### src/rtl/rsfq_pkg.sv
`default_nettype none
// +----------------------------------------------------------------------------+
// | rsfq_pkg                                                                   |
// | Shared constants and helpers for RSFQ-style storage banks.                 |
// | Rev 1.0 - initial release                                                  |
// +----------------------------------------------------------------------------+
package rsfq_pkg;

  localparam int RSFQ_NDRO = 0;
  localparam int RSFQ_DRO  = 1;
  localparam int CLR_WINS  = 1;
  localparam int SET_WINS  = 0;

  // A one-word bank still needs a one-bit address port.
  function automatic int clog2_min1(input int n);
    return (n <= 2) ? 1 : $clog2(n);
  endfunction

endpackage
`default_nettype wire

### src/rtl/ndro_word_rsfq.sv
`default_nettype none
// +----------------------------------------------------------------------------+
// | ndro_word_rsfq                                                             |
// | One WIDTH-bit NDRO storage word with bitwise set/clear and a DRO strobe.   |
// | Rev 1.0 - initial release                                                  |
// +----------------------------------------------------------------------------+
module ndro_word_rsfq
  import rsfq_pkg::*;
#(
  parameter int WIDTH      = 8,
  parameter int CLEAR_WINS = CLR_WINS
) (
  input  logic             C,
  input  logic             R,
  input  logic [WIDTH-1:0] set_i,
  input  logic [WIDTH-1:0] clr_i,
  input  logic             dro_clr_i,
  output logic [WIDTH-1:0] word_o
);

  logic [WIDTH-1:0] word_q;
  logic [WIDTH-1:0] word_d;
  logic [WIDTH-1:0] w_base;

  // The destructive clear acts first, so a same-cycle set survives it.
  always_comb begin
    w_base = dro_clr_i ? '0 : word_q;
    if (CLEAR_WINS != 0) begin
      word_d = (w_base | set_i) & ~clr_i;
    end else begin
      word_d = (w_base & ~clr_i) | set_i;
    end
  end

  always_ff @(posedge C) begin
    if (R) begin
      word_q <= '0;
    end else begin
      word_q <= word_d;
    end
  end

  assign word_o = word_q;

endmodule
`default_nettype wire

### src/rtl/ndro_bank_rsfq.sv
`default_nettype none
// +----------------------------------------------------------------------------+
// | ndro_bank_rsfq                                                             |
// | DEPTH x WIDTH NDRO bank: address decode, read mux and registered Q/QV.     |
// | Rev 1.0 - initial release                                                  |
// +----------------------------------------------------------------------------+
module ndro_bank_rsfq
  import rsfq_pkg::*;
#(
  parameter int WIDTH       = 8,
  parameter int DEPTH       = 4,
  parameter int DESTRUCTIVE = RSFQ_NDRO,
  parameter int CLEAR_WINS  = CLR_WINS,
  localparam int AW         = clog2_min1(DEPTH)
) (
  input  logic             C,
  input  logic             R,
  input  logic             SV,
  input  logic [AW-1:0]    SA,
  input  logic [WIDTH-1:0] SD,
  input  logic             BV,
  input  logic [AW-1:0]    BA,
  input  logic [WIDTH-1:0] BD,
  input  logic             RV,
  input  logic [AW-1:0]    RA,
  output logic [WIDTH-1:0] Q,
  output logic             QV
);

  logic [WIDTH-1:0] w_words [DEPTH];
  logic [WIDTH-1:0] w_rd_word;
  logic [WIDTH-1:0] q_q;
  logic             qv_q;

  // Out-of-range addresses match no word, so they are naturally ignored.
  for (genvar g = 0; g < DEPTH; g++) begin : g_word
    logic [WIDTH-1:0] w_set;
    logic [WIDTH-1:0] w_clr;
    logic             w_dro;

    assign w_set = (SV && (SA == AW'(g))) ? SD : '0;
    assign w_clr = (BV && (BA == AW'(g))) ? BD : '0;
    assign w_dro = (DESTRUCTIVE != 0) && RV && (RA == AW'(g));

    ndro_word_rsfq #(
      .WIDTH      (WIDTH),
      .CLEAR_WINS (CLEAR_WINS)
    ) u_word (
      .C         (C),
      .R         (R),
      .set_i     (w_set),
      .clr_i     (w_clr),
      .dro_clr_i (w_dro),
      .word_o    (w_words[g])
    );
  end

  always_comb begin
    w_rd_word = '0;
    for (int i = 0; i < DEPTH; i++) begin
      if (RA == AW'(i)) begin
        w_rd_word = w_words[i];
      end
    end
  end

  // No read pulse means no output pulse: Q returns to zero rather than holding.
  always_ff @(posedge C) begin
    if (R) begin
      q_q  <= '0;
      qv_q <= 1'b0;
    end else begin
      qv_q <= RV;
      q_q  <= RV ? w_rd_word : '0;
    end
  end

  assign Q  = q_q;
  assign QV = qv_q;

endmodule
`default_nettype wire

### config.mk
export PLATFORM = sky130hd
export DESIGN_NAME = ndro_bank_rsfq
export DESIGN_NICKNAME = d
export VERILOG_FILES = /design/src/rtl/rsfq_pkg.sv /design/src/rtl/ndro_word_rsfq.sv /design/src/rtl/ndro_bank_rsfq.sv
export SDC_FILE = /design/constraint.sdc
export NUM_CORES = 1
export LEC_CHECK = 0
export BUFFER_PORTS_ARGS = -buffer_cell sky130_fd_sc_hd__buf_2
export CORE_MARGIN = 8
export CORE_UTILIZATION = 55
export CTS_CLUSTER_DIAMETER = 100
export DETAILED_ROUTE_END_ITERATION = 12
export PLACE_DENSITY = 0.77
export SETUP_SLACK_MARGIN = 0.05
export SKIP_LAST_GASP = 1
export SYNTH_ARGS = -nofsm -noshare
export SYNTH_HDL_FRONTEND = slang
export SYNTH_SLANG_ARGS = --single-unit
### constraint.sdc
create_clock -name C -period 2.15 [get_ports C]
set_input_delay 0.215 -clock C [delete_from_list [all_inputs] [get_ports C]]
set_output_delay 0.215 -clock C [all_outputs]
set_load 0.01 [all_outputs]
==> impl_metrics.json <==
{
  "status": "complete, no violations",
  "via_count": 1570,
  "cts.path.max_buffers": 2,
  "diodes": 0,
  "period_needed_ns": 1.06,
  "startpoint": "Q[6]",
  "routedWlPerCell_um": 18.9,
  "drt_wl_total_um": 4680,
  "dp_hpwl_um": 3050,
  "die_area_sq_um": 5500,
  "fin_nets": 229,
  "drt-initial-drc-count": 172,
  "hold_depth": 2,
  "finalWeightedCongestion": 0.750,
  "crit_path_end_kind": "primary output",
  "r2r_setup_slack_ns": 1.32,
  "post_cts_resized": 0,
  "die_w_um": 74.2,
  "core_sq_um": 3280,
  "path_depth": 1,
  "fin_setup_tns_ns": 0,
  "setup_slack_ns": 1.09,
  "slew_viol_final": 0,
  "syn_area_sq_um": 1860,
  "cts.sinks": 41,
  "first_pass_iters": 4,
  "synthCells": 179,
  "slowest_stage": "dfxtp_1",
  "finalHoldViolations": 0,
  "p_leak_uw": 0.000729,
  "antenna_left": 0,
  "setup_violations": 0,
  "start_util_pct": 56.7,
  "ys_warn_count": 0,
  "rows": 21,
  "dp_slack_ns": 0.756,
  "worst_pin_slew_ns": 0.723,
  "cts_made_buffers": 5,
  "critPathMaxFanout": 1,
  "io_pins": 36,
  "grt_start_max_net_pins": 36,
  "cts_tree": "yes",
  "syn_avg_cell_area_sq_um": 10.4,
  "holdBufCountCts": 0,
  "crit_family": "flip-flops",
  "area_delta_synth_final_pct": 9.48,
  "die_h_um": 74.2,
  "path_cells": "buf_2",
  "grt_antenna_before_repair": 0,
  "maxCapViolCount": 0,
  "gr-total-overflow": 0,
  "synth_seq_cells": 41,
  "cts-htree-levels": 2,
  "grt_pass1_vias": 1448,
  "critPathBufInv": 1,
  "worst_hold_path_type": "input pin to flop",
  "startpoint_type": "flop",
  "grt_pass1_wl_um": 7240,
  "viasPerCell": 6.33,
  "finalCritPeriodShare_pct": 49.4,
  "drive_above_1_share_pct": 20.8,
  "synth.distinct_cells": 20,
  "powerDensity_nw_per_um2": 662,
  "cp_slowest_stage_delay_ns": 0.36,
  "crit_type": "flop to primary output",
  "portBuffers": 35,
  "max_slew_margin_pct": 51.6,
  "rsz0062_at_grt": "false",
  "worstHoldStart": "BD[5]",
  "post-route-util_pct": 62.1,
  "drc": 0,
  "syn_nets": 206,
  "root_buffer": "clkbuf_4",
  "cp.required_ns": 1.93,
  "gr-usage-all-layers_pct": 17.4,
  "fin_skew_ns": 0.00796,
  "insertion_delay_ns": 0.35,
  "rr_worst_depth": 2,
  "cp.arrival_ns": 0.85,
  "fmax_mhz": 942,
  "post_cts_buffers": 0,
  "ir_drop_v": 0.000440,
  "r2r-start": "g_word[0].u_word.word_o[0]",
  "seq_area_frac_synth_pct": 44.1,
  "clk_pin_slew_ns": 0.12
}
cell type report:
| type | instances | area (sq um) |
|---|---|---|
| fill | 275 | 1250 |
| clock buffer | 7 | 55.1 |
| multi-input combinational | 95 | 840 |
| inverter | 24 | 90.1 |
| timing repair buffer | 35 | 175 |
| sequential | 41 | 821 |
| tap | 46 | 57.6 |
metal layers:
metal | share of wire [%] | up-vias | global-route usage (%)
met5 | 0 | - | 0
li1 | - | 740 | -
met2 | 49 | 59 | 27.1
met1 | 42 | 766 | 21.4
met3 | 7.9 | 5 | 5.93
met4 | 1.2 | 0 | 7.32
cell usage after synthesis:
library cell | count | area, sq um
nand3b_1 | 1 | 7.51
and3_1 | 1 | 6.26
nand4bb_1 | 8 | 90.1
and3b_1 | 2 | 17.5
buf_6 | 1 | 11.3
mux2i_1 | 16 | 160
clkbuf_1 | 8 | 30.0
nor3b_2 | 1 | 12.5
a221oi_1 | 24 | 210
dfxtp_1 | 41 | 821
nand4b_1 | 16 | 140
buf_4 | 4 | 30.0
o22ai_1 | 8 | 50.1
a211oi_1 | 8 | 60.1
buf_8 | 1 | 15.0
a41oi_1 | 8 | 70.1
inv_1 | 24 | 90.1
nor2b_1 | 1 | 6.26
buf_2 | 5 | 25.0
or3b_1 | 1 | 8.76
per-stage QoR:
stage	power [uW]	hold WS, ns	std cells	area [sq um]
global route	1400	0.0656	248	2040
detailed placement	972	0.454	241	1980
finish	1350	0.0827	248	2040
floorplan	917	0.314	179	1860
global placement	963	0.447	241	1980
CTS	1360	0.0720	248	2040
cells by family (layout without fill, tap and decap cells):
group / Yosys count / count (layout) / share of synthesized area [%]
buffers and inverters: 43 / 66 / 10.8
AOI/OAI and AO/OA: 48 / 48 / 21.0
muxes: 16 / 16 / 8.60
and+or+nand+nor: 31 / 31 / 15.5
DFF: 41 / 41 / 44.1
path summary, 6_finish.rpt:
| check | end |
|---|---|
| max | Q[6] |
| max reg2reg | g_word[0].u_word.word_o[0] |
| min | g_word[3].u_word.word_o[5] |
| min reg2reg | g_word[0].u_word.word_o[2] |
registers in the layout, indices dropped and copies added, names as in the netlist:
register              cells
g_word.u_word.word_o     32
Q                         8
QV                        1
cell usage in the layout (no fill, tap or decap), drive strengths merged, types with 2 or more instances in the layout:
cell type and n:
a211oi 8, o22ai 8, clkbuf 7, nand4bb 8
dfxtp 41, inv 24, nand4b 16, a41oi 8
and3b 2, a221oi 24, mux2i 16, buf 35
report_power, final:
part	internal [uW]	switching [uW]	total, uW
clock network	155	237	392
logic	64.2	99.0	163
registers	783	11.4	794
No activity file was read; power rests on OpenSTA's default activity.
